[src/rtl/down_counter.sv]
// Loadable down-counter/timer with one-shot and auto-reload modes, registered terminal-count pulse.
// Optional sticky underflow flag on port uflow when DOWN_COUNTER_UFLOW_STICKY_EN is defined.
module down_counter #(
    parameter int WIDTH = 4
) (
    input  logic             ck,
    input  logic             rst,
    input  logic             en,
    input  logic             load,
    input  logic [WIDTH-1:0] din,
    input  logic             reload,
    output logic [WIDTH-1:0] Q,
    output logic [WIDTH-1:0] Qb,
    output logic             zero,
    output logic             tc,
    output logic             busy
`ifdef DOWN_COUNTER_UFLOW_STICKY_EN
    ,
    output logic             uflow
`endif
);

    typedef enum logic {
        IDLE = 1'b0,
        RUN  = 1'b1
    } state_t;

    state_t           state, state_next;
    logic [WIDTH-1:0] count, count_next;
    logic [WIDTH-1:0] reload_val, reload_val_next;
    logic             tc_next;

    always_ff @(posedge ck or negedge rst) begin
        if (!rst) begin
            state      <= IDLE;
            count      <= '0;
            reload_val <= '0;
            tc         <= 1'b0;
        end else begin
            state      <= state_next;
            count      <= count_next;
            reload_val <= reload_val_next;
            tc         <= tc_next;
        end
    end

    // Load wins over counting and over a terminal count landing on the same edge.
    always_comb begin
        state_next      = state;
        count_next      = count;
        reload_val_next = reload_val;
        tc_next         = 1'b0;
        if (load) begin
            count_next      = din;
            reload_val_next = din;
            state_next      = (din != '0) ? RUN : IDLE;
        end else if (state == RUN && en) begin
            if (count > WIDTH'(1)) begin
                count_next = count - WIDTH'(1);
            end else if (count == WIDTH'(1)) begin
                tc_next = 1'b1;
                if (reload && reload_val != '0) begin
                    count_next = reload_val;
                end else begin
                    count_next = '0;
                    state_next = IDLE;
                end
            end else begin
                state_next = IDLE;
            end
        end
    end

`ifdef DOWN_COUNTER_UFLOW_STICKY_EN
    always_ff @(posedge ck or negedge rst) begin
        if (!rst) begin
            uflow <= 1'b0;
        end else if (load) begin
            uflow <= 1'b0;
        end else if (tc_next) begin
            uflow <= 1'b1;
        end
    end
`endif

    assign Q    = count;
    assign Qb   = ~count;
    assign zero = (count == '0);
    assign busy = (state == RUN);

endmodule

[config.mk]
export PLATFORM = sky130hd
export DESIGN_NAME = down_counter
export DESIGN_NICKNAME = d
export VERILOG_FILES = /design/src/rtl/down_counter.sv
export SDC_FILE = /design/constraint.sdc
export NUM_CORES = 1
export LEC_CHECK = 0
export BUFFER_PORTS_ARGS = -buffer_cell sky130_fd_sc_hd__buf_2
export CAP_MARGIN = 30
export CORE_AREA = 3 3 40 42
export CTS_CLUSTER_SIZE = 10
export DETAILED_ROUTE_END_ITERATION = 12
export DIE_AREA = 0 0 43 45
export GPL_TIMING_DRIVEN = 0
export MAX_ROUTING_LAYER = met4
export PLACE_DENSITY = 0.72
export SYNTH_ARGS = -nofsm -noshare
export SYNTH_HDL_FRONTEND = slang
export SYNTH_SLANG_ARGS = --single-unit
[constraint.sdc]
create_clock -name ck -period 2 [get_ports ck]
set_clock_uncertainty 0.05 [all_clocks]
set_input_delay 0.3 -clock ck [delete_from_list [all_inputs] [get_ports ck]]
set_output_delay 0.3 -clock ck [all_outputs]
set_load 0.05 [all_outputs]
After elaboration in Yosys (flattened, before gate mapping)
Cells that the tools add are included.
W data, S select, Z words.
Storage, ports and cells
  register bits after elaboration: 10
  bits of input ports: 9
  output and inout bits: 11
  word-level logic and storage cells: 34
Cells by class
  $add $sub $neg: 1
  magnitude comparators: 1
  equal/unequal tests: 3
  mux-type cells: 15
  bitwise logic cells: 1
  reduce and logical (&&, ||, !) cells: 9
Operators with widths (number)
  $mux W4: 5
  $mux W1: 10
  $reduce_bool A4 Y1: 2
  $eq A4 B1 Y1 const B: 1
  $gt A4 B1 Y1 const B: 1
  $logic_not A4 Y1: 1
  $not A4 Y4: 1
  $sub A4 B1 Y4 const B: 1
  $ne A3 B3 Y1 const B: 1
  $reduce_and A3 Y1: 1
  $reduce_bool A3 Y1: 1
  $logic_and A1 B1 Y1: 2
  $ne A2 B2 Y1 const B: 1
  $reduce_and A2 Y1: 1
  $reduce_bool A2 Y1: 1

Depth between registers and ports, before layout
Gate-level depths: netlist of run 1.
  depth after elaboration: 7
  mapped depth: 6
  mapped depth without buffers: 6

Worst setup path before layout of run 1
No wires, ideal clock.
  path type: register -> register
  from: reg count[0] (netlist: Q[0])
  to: reg count[0] (netlist: Q[0])
  setup time: 0.105 ns
  arrival time: 2.277 ns
  required time: 1.845 ns
  setup slack: -0.432 ns
  stages on the path, launching flop included: 7
  path buffers: 0
  clock period less this slack: 2.432 ns
  cells stage by stage: dfrtp_1 inv_1 ha_1 or2_4 and2_4 a2111o_1 o311ai_1
On the way
  longest elaborated chain between the ends: 4
  elaborated cells between the ends (all ways): 8
  those cells by class: add/sub: 1; order compare: 1; eq/ne: 1; mux: 3; reduce/logical: 2
Ends and longest elaborated chain
  start: declaration: line 29  | logic [WIDTH-1:0] count, count_next;
  start signal: assignment: line 41  | count <= count_next;
  $sub A4 B1 Y4 or $gt A4 B1 Y1 (tied branches): line 59, 58
  $mux W4: line 58  | if (count > WIDTH'(1)) begin
  $mux W4: line 57  | end else if (state == RUN && en) begin
  $mux W4: line 53  | if (load) begin
Parallel ways exist; a longest one is shown, timed or not. The select of a mux whose other input is x is not followed.
A chain may end at the register's enable or synchronous reset.

Worst setup path in the final report of run 1
Ends and elaborated chain as after synthesis.

==> results of run 1 <==
[cells by family after synthesis]
kind of cell | count (synthesis) | share of synthesized area (%)
adders and majority gates | 3 | 6.29
DFF | 10 | 41.9
AOI/OAI and AO/OA | 19 | 23.5
buffers and inverters | 9 | 5.66
xor gates and xnor gates | 1 | 1.47
muxes | 2 | 3.77
and+or+nand+nor | 19 | 17.4
[power breakdown]
group          switching (W)  internal [W]  total [W]
Sequential         0.0000273      0.000224   0.000252
Clock              0.0000662     0.0000768   0.000143
Combinational       0.000190     0.0000914   0.000281
[cell usage after synthesis, types with 2 or more instances]
master	n	share of area [%]
dfrtp_1	10	42
a22o_1	2	2.9
ha_1	3	6.3
nor2_1	2	1.3
nand2_1	6	3.8
a31oi_1	2	2.1
nor3_1	2	1.7
inv_1	8	5.0
o21ai_0	4	3.4
[path summary, 6_finish.rpt]
| path | startpoint | end | cells past startpoint |
|---|---|---|---|
| worst max-delay path | Q[0] | Q[0] | 6 |
| max in group asynchronous | rst | Q[1] | 2 |
| worst max register to register | Q[0] | Q[0] | 6 |
| worst min-delay path | din[0] | reload_val[0] | 3 |
| min in group asynchronous | rst | reload_val[3] | 2 |
| worst min register to register | busy | busy | 1 |
[final cells by class]
cell class	instances	area share, %
Buffer	1	0.486
Clock buffer	4	3.40
Inverter	8	4.86
Multi-Input combinational cell	44	42.5
Sequential cell	10	32.7
Tap cell	15	2.43
Timing Repair Buffer	20	13.6
[tightest hold or removal path, stage by stage]
cell and delay, ns:
buf_2 0.09, nand2_1 0.06, o21ai_0 0.07
[sequential cells by signal (all words and copies together) (netlist names)]
signal      count
Q               4
reload_val      4
busy            1
tc              1
[cells in the final DEF (no fill, tap or decap), drive strengths merged]
master and n:
nor3 2, xor2 1, nand2 6, and3 1
or2 1, nand3 1, mux2 2, inv 6
dfrtp 10, nand3b 1, a21o 1, o31ai 1
a2111o 1, ha 3, clkinvlp 2, a311oi 1
clkbuf 5, and2 2, buf 19, a22o 2
o311ai 1, o41ai 1, dlygate4sd3 1, a31oi 2
or4 1, nand4 1, o211ai 1, a32oi 1
a31o 1, o22ai 1, nor2 3, o21ai 4
a21oi 1
[metal layers]
layer / up-vias / global-route usage [%] / wire length, um / part of all wire (%)
met3: 4 / 3.59 / 93 / 6.8
met1: 255 / 18.0 / 629 / 46
met4: 0 / 9.04 / 25 / 1.8
met2: 23 / 26.0 / 624 / 45
met5: - / - / 0 / 0
li1: 282 / - / - / -
[metrics by stage]
stage                     worst slack, ns  util [%]  cell area, um2
after floorplan                    -0.219         -             622
after global placement              0.205      57.3             736
after detailed placement            0.174      57.3             736
after CTS                           0.161      60.1             772
after global routing                0.104      60.1             772
final                               0.164      60.1             772
==> impl_metrics.csv, run 1 <==
group,metric,value,unit
outcome,status,"completed",
setup_path,critPathCaptureType,"register",
clocking,hold_buffers,1,
setup_path,arrival,1.94,ns
placement,detailed_place_hpwl,1.07,mm
clocking,cts_htree_levels,1,
die,die_h,45,um
pwr,power.density,875,nW/um2
cells_and_area,multi_input_area,328,um2
drt,vias,564,
synthesis,synthArstFlopShare,100,%
synthesis,syn_area,597,um2
placement,numPlacedInstances,97,
cells_and_area,finalNonFillerCells,102,
run,maxCapViolations,0,
drt,drc_errors,0,
synthesis,postSynthAreaPerCell,9.47,um2
die,core_area,1280,um2
clocking,cts_root_buffer,"clkbuf_4",
synthesis,synth_ff_type,"dfrtp_1",
drt,wirelength,1.37,mm
clocking,cts_tree,"done",
sta,setup_tns,0,ns
clocking,cts_sinks,10,
cells_and_area,antenna_cells,0,
placement,port_buffers,19,
sta,hold_viol_final,0,
setup_path,max_stage_delay,0.43,ns
sta,whs,0.235,ns
setup_path,crit_chain,"clkinvlp_4, ha_4, or2_4, and2_4, a2111o_1, o311ai_1",
placement,place.gp.congestion,0.890,
setup_path,rrSetupSlack,0.16,ns
clocking,cts_max_path_buffers,2,
setup_path,worstPathRequired,2.11,ns
pwr,ir_drop,0.479,mV
synthesis,netlist_instances,63,
sta,rsz0062_at_grt,"no",
global_routing,grt_first_pass_wirelength,2.18,mm
synthesis,synth_edf_count,0,
drt,wl_per_cell,13.5,um
pwr,power,0.000676,W
sta,maxSlewViolCount,0,
sta,timing.final.crit_share,91.8,%
drt,drt-pass1-iter-count,4,
synthesis,synth-seq-cells,10,
die,pin_count,20,
global_routing,grt_max_degree,11,
die,initial_utilization,46.4,%
drt,drtIter0Drc,11,
cells_and_area,drive_gt1_share,39.1,%
synthesis,synth_cell_types,33,
clocking,cts_resized,0,
cells_and_area,num-fill-cells,121,
cells_and_area,seq_area,253,um2
sta,finalCriticalPeriod,1.84,ns
clocking,clk_latency,0.26,ns
sta,relSlewSlack,73.3,%
clocking,postCtsSetupBuffers,0,
sta,tightest_slew,0.400,ns
global_routing,antenna_found_initial,0,
sta,fmax,0.545,GHz
drt,drt-vias-per-instance,5.53,
global_routing,grt_use_total,15.9,%
synthesis,ys_warn_count,0,
cells_and_area,syn_to_final_growth,29.4,%
setup_path,cp_top_family,"simple AND/OR/NAND/NOR gates",
synthesis,synth_nets,75,
pwr,leakage,0.355,nW
setup_path,path_buf_inv,1,
min_path,min_path_type,"primary input to register",
setup_path,cp_max_fo,5,
die,die_area,1940,um2
global_routing,overflow,0,
synthesis,ys_seq_area_share,41.9,%
die,die-width,43,um
clocking,cts_made_buffers,3,
setup_path,cp-start-kind,"register",
sta,setup-violations-final,0,
cells_and_area,nets,100,
setup_path,worst_path_max_delay_cell,"dfrtp_2",
drt,ant_nets,0,
setup_path,crit_type,"register to register",
clocking,clk_pin_slew_worst_paths,0.07,ns
die,rows,13,
global_routing,grt_pass1_vias,519,
Power figures use the tool's default switching activity.
==> run 2, diff against run 1 <==
--- a/config.mk
+++ b/config.mk
@@ -7,10 +7,10 @@
 export LEC_CHECK = 0
 export BUFFER_PORTS_ARGS = -buffer_cell sky130_fd_sc_hd__buf_2
 export CAP_MARGIN = 30
-export CORE_AREA = 3 3 40 42
+export CORE_AREA = 2 2 39 41
 export CTS_CLUSTER_SIZE = 10
 export DETAILED_ROUTE_END_ITERATION = 12
-export DIE_AREA = 0 0 43 45
+export DIE_AREA = 0 0 41 43
 export GPL_TIMING_DRIVEN = 0
 export MAX_ROUTING_LAYER = met4
 export PLACE_DENSITY = 0.72
==> impl_metrics.csv, run 2 (synthesized netlist as in run 1, its figures left out) <==
group,metric,value,unit
outcome,status,"completed",
sta,finalCriticalPeriod,1.81,ns
die,initial_utilization,43.1,%
placement,detailed_place_hpwl,977,um
cells_and_area,antenna_cells,0,
min_path,min_path_type,"primary input to register",
drt,drt-pass1-iter-count,4,
pwr,switching_share,40.4,%
global_routing,overflow,0,
clocking,cts_tree,"done",
die,pin_count,20,
pwr,combPwrFrac,38.9,%
run,maxCapViolations,0,
drt,wirelength,1.29,mm
min_path,holdPathStages,3,
pwr,p_int,0.000427,W
pwr,p_clk_share,26.0,%
sta,hold_viol_final,0,
clocking,cts_sinks,10,
cells_and_area,syn_to_final_growth,31.2,%
setup_path,r2r-end,"Q[0]",
drt,drtIter0Drc,5,
setup_path,rrSetupSlack,0.19,ns
sta,timing.final.crit_share,90.4,%
setup_path,worstPathRequired,2.12,ns
cells_and_area,drive_gt1_share,40.2,%
setup_path,ff2ff_path_depth,6,
sta,fmax,0.553,GHz
pwr,p_switching,0.000289,W
min_path,hp-start,"din[3]",
setup_path,cp_max_fo,5,
sta,rsz0062_at_grt,"no",
cells_and_area,mostFrequentLayoutCell,"buf_2",
die,rows,14,
clocking,clk_pin_slew_worst_paths,0.08,ns
setup_path,arrival,1.93,ns
clocking,cts_htree_levels,1,
clocking,cts_max_path_buffers,2,
clocking,cts_made_buffers,3,
drt,drt-vias-per-instance,5.66,
setup_path,reg2reg_from,"Q[0]",
setup_path,cp-start-kind,"register",
global_routing,grt_pass1_vias,511,
pwr,leakage,0.361,nW
drt,vias,583,
global_routing,grt_first_pass_wirelength,2.12,mm
pwr,ir_drop,0.436,mV
global_routing,grt_use_total,18.3,%
global_routing,antenna_found_initial,0,
min_path,hold_end,"reload_val[3]",
clocking,cts_resized,0,
drt,wl_per_cell,12.5,um
pwr,power,0.000716,W
drt,drc_errors,0,
sta,setup-violations-final,0,
setup_path,critPathCaptureType,"register",
placement,place.gp.congestion,0.821,
global_routing,grt_max_degree,11,
setup_path,crit_type,"register to register",
cells_and_area,nets,100,
die,die_area,1760,um2
sta,maxSlewViolCount,0,
sta,setup_tns,0,ns
pwr,seqPwrFrac,35.1,%
die,die_h,43,um
sta,worst_slack,0.191,ns
die,core_area,1380,um2
clocking,clk_latency,0.27,ns
placement,port_buffers,19,
drt,ant_nets,0,
cells_and_area,layout_common_cells,"19 x buf_2, 8 x dfrtp_1, 6 x inv_1, 6 x nand2_1",
sta,tightest_slew,0.363,ns
clocking,cts_root_buffer,"clkbuf_4",
die,die-width,41,um
placement,place_ws,0.193,ns
sta,relSlewSlack,75.8,%
pwr,power.density,914,nW/um2
cells_and_area,num-fill-cells,123,
-- run 2: cell counts in the layout (fill, tap and decap cells not counted) --
Identical to the previous run, type by type.
-- run 2: layout make-up --
cell class	instances	area [um2]	share of cell area, %
plain buffers	1	3.75	0.479
clock buffers	4	36.3	4.63
inverters	8	37.5	4.79
multi-input cells	44	328	41.9
flip-flops and latches	10	253	32.3
well taps	16	20.0	2.56
repair buffers	20	105	13.4
-- run 2: metrics by stage --
stage	hold slack (ns)	util, %	std cells	area (um2)
after floorplan	-0.0456	-	63	622
after global placement	0.119	53.3	98	737
after detailed placement	0.123	53.3	98	737
after CTS	0.242	56.6	103	783
after global routing	0.241	56.6	103	783
final	0.236	56.6	103	783
-- run 2: power groups by stage --
stage	Combinational, W	Clock [W]	Sequential, W
final	0.000279	0.000186	0.000251
after global routing	0.000306	0.000202	0.000255
after CTS	0.000281	0.000184	0.000251
after detailed placement	0.000279	0	0.000255
after global placement	0.000275	0	0.000255
after floorplan	0.000166	0	0.000299
-- run 2: critical path, cell delays in order, from the launching register on --
cell,delay (ns)
dfrtp_2,0.43
clkinvlp_4,0.15
ha_4,0.20
or2_4,0.27
and2_4,0.17
a2111o_1,0.35
o311ai_1,0.08
-- run 2: what timing repair did --
| action | CTS | global route |
|---|---|---|
| setup buffers | 0 | 0 |
| hold buffers | 1 | 0 |
| hold endpoints to repair | 10 | 0 |
-- run 2: how the worst max path moves through the flow --
| stage | start | end | slack (ns) | cells past startpoint |
|---|---|---|---|---|
| after CTS | Q[0] | Q[0] | 0.17 | 6 |
| after global routing | Q[0] | Q[3] | 0.08 | 6 |
| after detailed placement | Q[0] | Q[0] | 0.19 | 6 |
| final | Q[0] | Q[0] | 0.19 | 6 |
| after floorplan | Q[0] | Q[0] | -0.22 | 6 |
| after global placement | Q[0] | Q[0] | 0.20 | 6 |
-- run 2: metal layers --
metal  vias to the layer above  track usage [%]  part of all wire (%)
met4                         0             6.00                   1.0
met5                         -                -                     0
met3                         4             4.71                   7.5
li1                        281                -                     -
met2                        33             26.3                    46
met1                       265             24.7                    45
==> run 3, diff against run 2 <==
--- a/config.mk
+++ b/config.mk
@@ -7,13 +7,12 @@
 export LEC_CHECK = 0
 export BUFFER_PORTS_ARGS = -buffer_cell sky130_fd_sc_hd__buf_2
 export CAP_MARGIN = 30
-export CORE_AREA = 2 2 39 41
+export CORE_UTILIZATION = 42
 export CTS_CLUSTER_SIZE = 10
 export DETAILED_ROUTE_END_ITERATION = 12
-export DIE_AREA = 0 0 41 43
 export GPL_TIMING_DRIVEN = 0
 export MAX_ROUTING_LAYER = met4
-export PLACE_DENSITY = 0.72
+export PLACE_DENSITY_LB_ADDON = 0.12
 export SYNTH_ARGS = -nofsm -noshare
 export SYNTH_HDL_FRONTEND = slang
 export SYNTH_SLANG_ARGS = --single-unit
==> constraint.sdc (replaced) <==
create_clock -name ck -period 1.46 [get_ports ck]
set_clock_uncertainty 0.05 [all_clocks]
set_input_delay 0.219 -clock ck [delete_from_list [all_inputs] [get_ports ck]]
set_output_delay 0.219 -clock ck [all_outputs]
set_load 0.05 [all_outputs]
==> impl_metrics.csv, run 3 (synthesized netlist as in run 1, its figures left out) <==
group,metric,value,unit
setup_path,cp_max_fo,4,
clocking,cts_made_buffers,3,
outcome,status,"complete, but fails checks",
global_routing,grt_pass1_vias,543,
die,pin_count,20,
placement,port_buffers,19,
setup_path,critPathCaptureType,"register",
sta,hold_viol_final,0,
drt,drt-pass1-iter-count,4,
drt,top_layer,"met4",
setup_path,arrival,1.89,ns
setup_path,cp-start-kind,"register",
clocking,clk_latency,0.26,ns
clocking,cts_max_path_buffers,2,
drt,ant_nets,0,
sta,rsz0062_at_grt,"yes",
sta,timing.final.crit_share,121,%
pwr,ir_drop,0.681,mV
placement,numPlacedInstances,97,
sta,fmax,0.564,GHz
cells_and_area,antenna_cells,0,
clocking,cts_root_buffer,"clkbuf_4",
drt,drc_errors,0,
cells_and_area,mostFrequentLayoutCell,"buf_2",
sta,setup-violations-final,6,
clocking,cts_htree_levels,1,
drt,drtIter0Drc,3,
pwr,power.density,1140,nW/um2
global_routing,antenna_found_initial,0,
min_path,min_path_type,"primary input to register",
drt,wl_met1,694,um
drt,wl_per_cell,13.3,um
sta,tightest_slew,0.411,ns
drt,routed-wl-met3,51,um
global_routing,grt_use_total,22.7,%
die,initial_utilization,45.3,%
die,core_area,1320,um2
die,die_area,1580,um2
global_routing,overflow,0,
cells_and_area,syn_to_final_growth,46.8,%
cells_and_area,layout_common_cells,"16 x buf_2, 9 x buf_4, 8 x dfrtp_1",
drt,vias,602,
setup_path,crit_type,"register to register",
outcome,violations,"negative setup slack",
clocking,cts_sinks,10,
placement,place.gp.congestion,0.828,
sta,finalCriticalPeriod,1.77,ns
sta,relSlewSlack,72.6,%
clocking,clk_pin_slew_worst_paths,0.07,ns
sta,maxSlewViolCount,0,
die,die-width,39.7,um
global_routing,grt_max_degree,11,
drt,wl_met2,714,um
cells_and_area,drive_gt1_share,47.4,%
sta,worst_slack,-0.314,ns
cells_and_area,finalNonFillerCells,110,
setup_path,worstPathRequired,1.58,ns
die,rows,13,
drt,wirelength,1.47,mm
clocking,cts_tree,"done",
cells_and_area,nets,108,
setup_path,rrSetupSlack,-0.31,ns
global_routing,grt_first_pass_wirelength,2.32,mm
drt,drt-vias-per-instance,5.47,
placement,detailed_place_hpwl,994,um
placement,place_ws,-0.351,ns
die,die_h,39.7,um
pwr,leakage,0.402,nW
run,maxCapViolations,0,
==> run 3: changes by cell type in the layout (fill, tap and decap cells not counted), sizes merged <==
cell,delta
buf,+8
==> run 3: path summary, 6_finish.rpt <==
kind                             start             to  depth (start not counted)
worst min-delay path            din[3]  reload_val[3]                          3
max in group asynchronous          rst           Q[1]                          2
worst max register to register    Q[1]           Q[0]                          6
min in group asynchronous          rst           Q[0]                          2
worst max-delay path              Q[1]           Q[0]                          6
worst min register to register    busy           busy                          1
==> run 3: metal layers <==
| metal | up-vias | track usage [%] |
|---|---|---|
| met5 | - | - |
| met4 | 0 | 10.3 |
| met3 | 2 | 1.70 |
| met2 | 16 | 35.2 |
| met1 | 287 | 30.0 |
| li1 | 297 | - |
==> run 3: final cells by class <==
class	instances	area [um2]
inverters	8	37.5
repair buffers	28	180
fillers	120	442
plain buffers	1	3.75
well taps	15	18.8
clock buffers	4	26.3
multi-input cells	44	357
flip-flops and latches	10	253
==> run 3: critical path, cell delays in order (launching register included) <==
cell and delay, ns:
dfrtp_2 0.38, clkinvlp_4 0.15, ha_4 0.21, or2_4 0.26
and2_4 0.17, a2111o_1 0.37, o311ai_2 0.08
==> run 3: power breakdown <==
part | leakage [nW] | total, W | switching [W] | internal, W
registers | 0.119 | 0.000345 | 0.0000376 | 0.000308
logic | 0.268 | 0.000460 | 0.000279 | 0.000181
clock network | 0.0150 | 0.000195 | 0.0000897 | 0.000105
==> run 3: through the flow <==
stage / utilization [%] / setup TNS (ns) / cell area (um2) / total power [W] / hold slack (ns)
after floorplan: - / -3.60 / 623 / 0.000638 / -0.127
after global placement: 55.9 / -1.22 / 737 / 0.000728 / 0.0424
after detailed placement: 55.9 / -1.24 / 737 / 0.000732 / 0.0436
after CTS: 64.4 / -1.51 / 848 / 0.000986 / 0.159
after global routing: 66.5 / -2.00 / 876 / 0.00107 / 0.189
final: 66.5 / -1.55 / 876 / 0.00100 / 0.164
==> run 3: repair_timing <==
item	4_1_cts	5_1_grt
endpoints found under the hold margin	10	0
buffers inserted	7	1
gates resized for setup	5	5
pin swaps	2	4
endpoints found under the setup margin	6	8
hold buffers	1	0
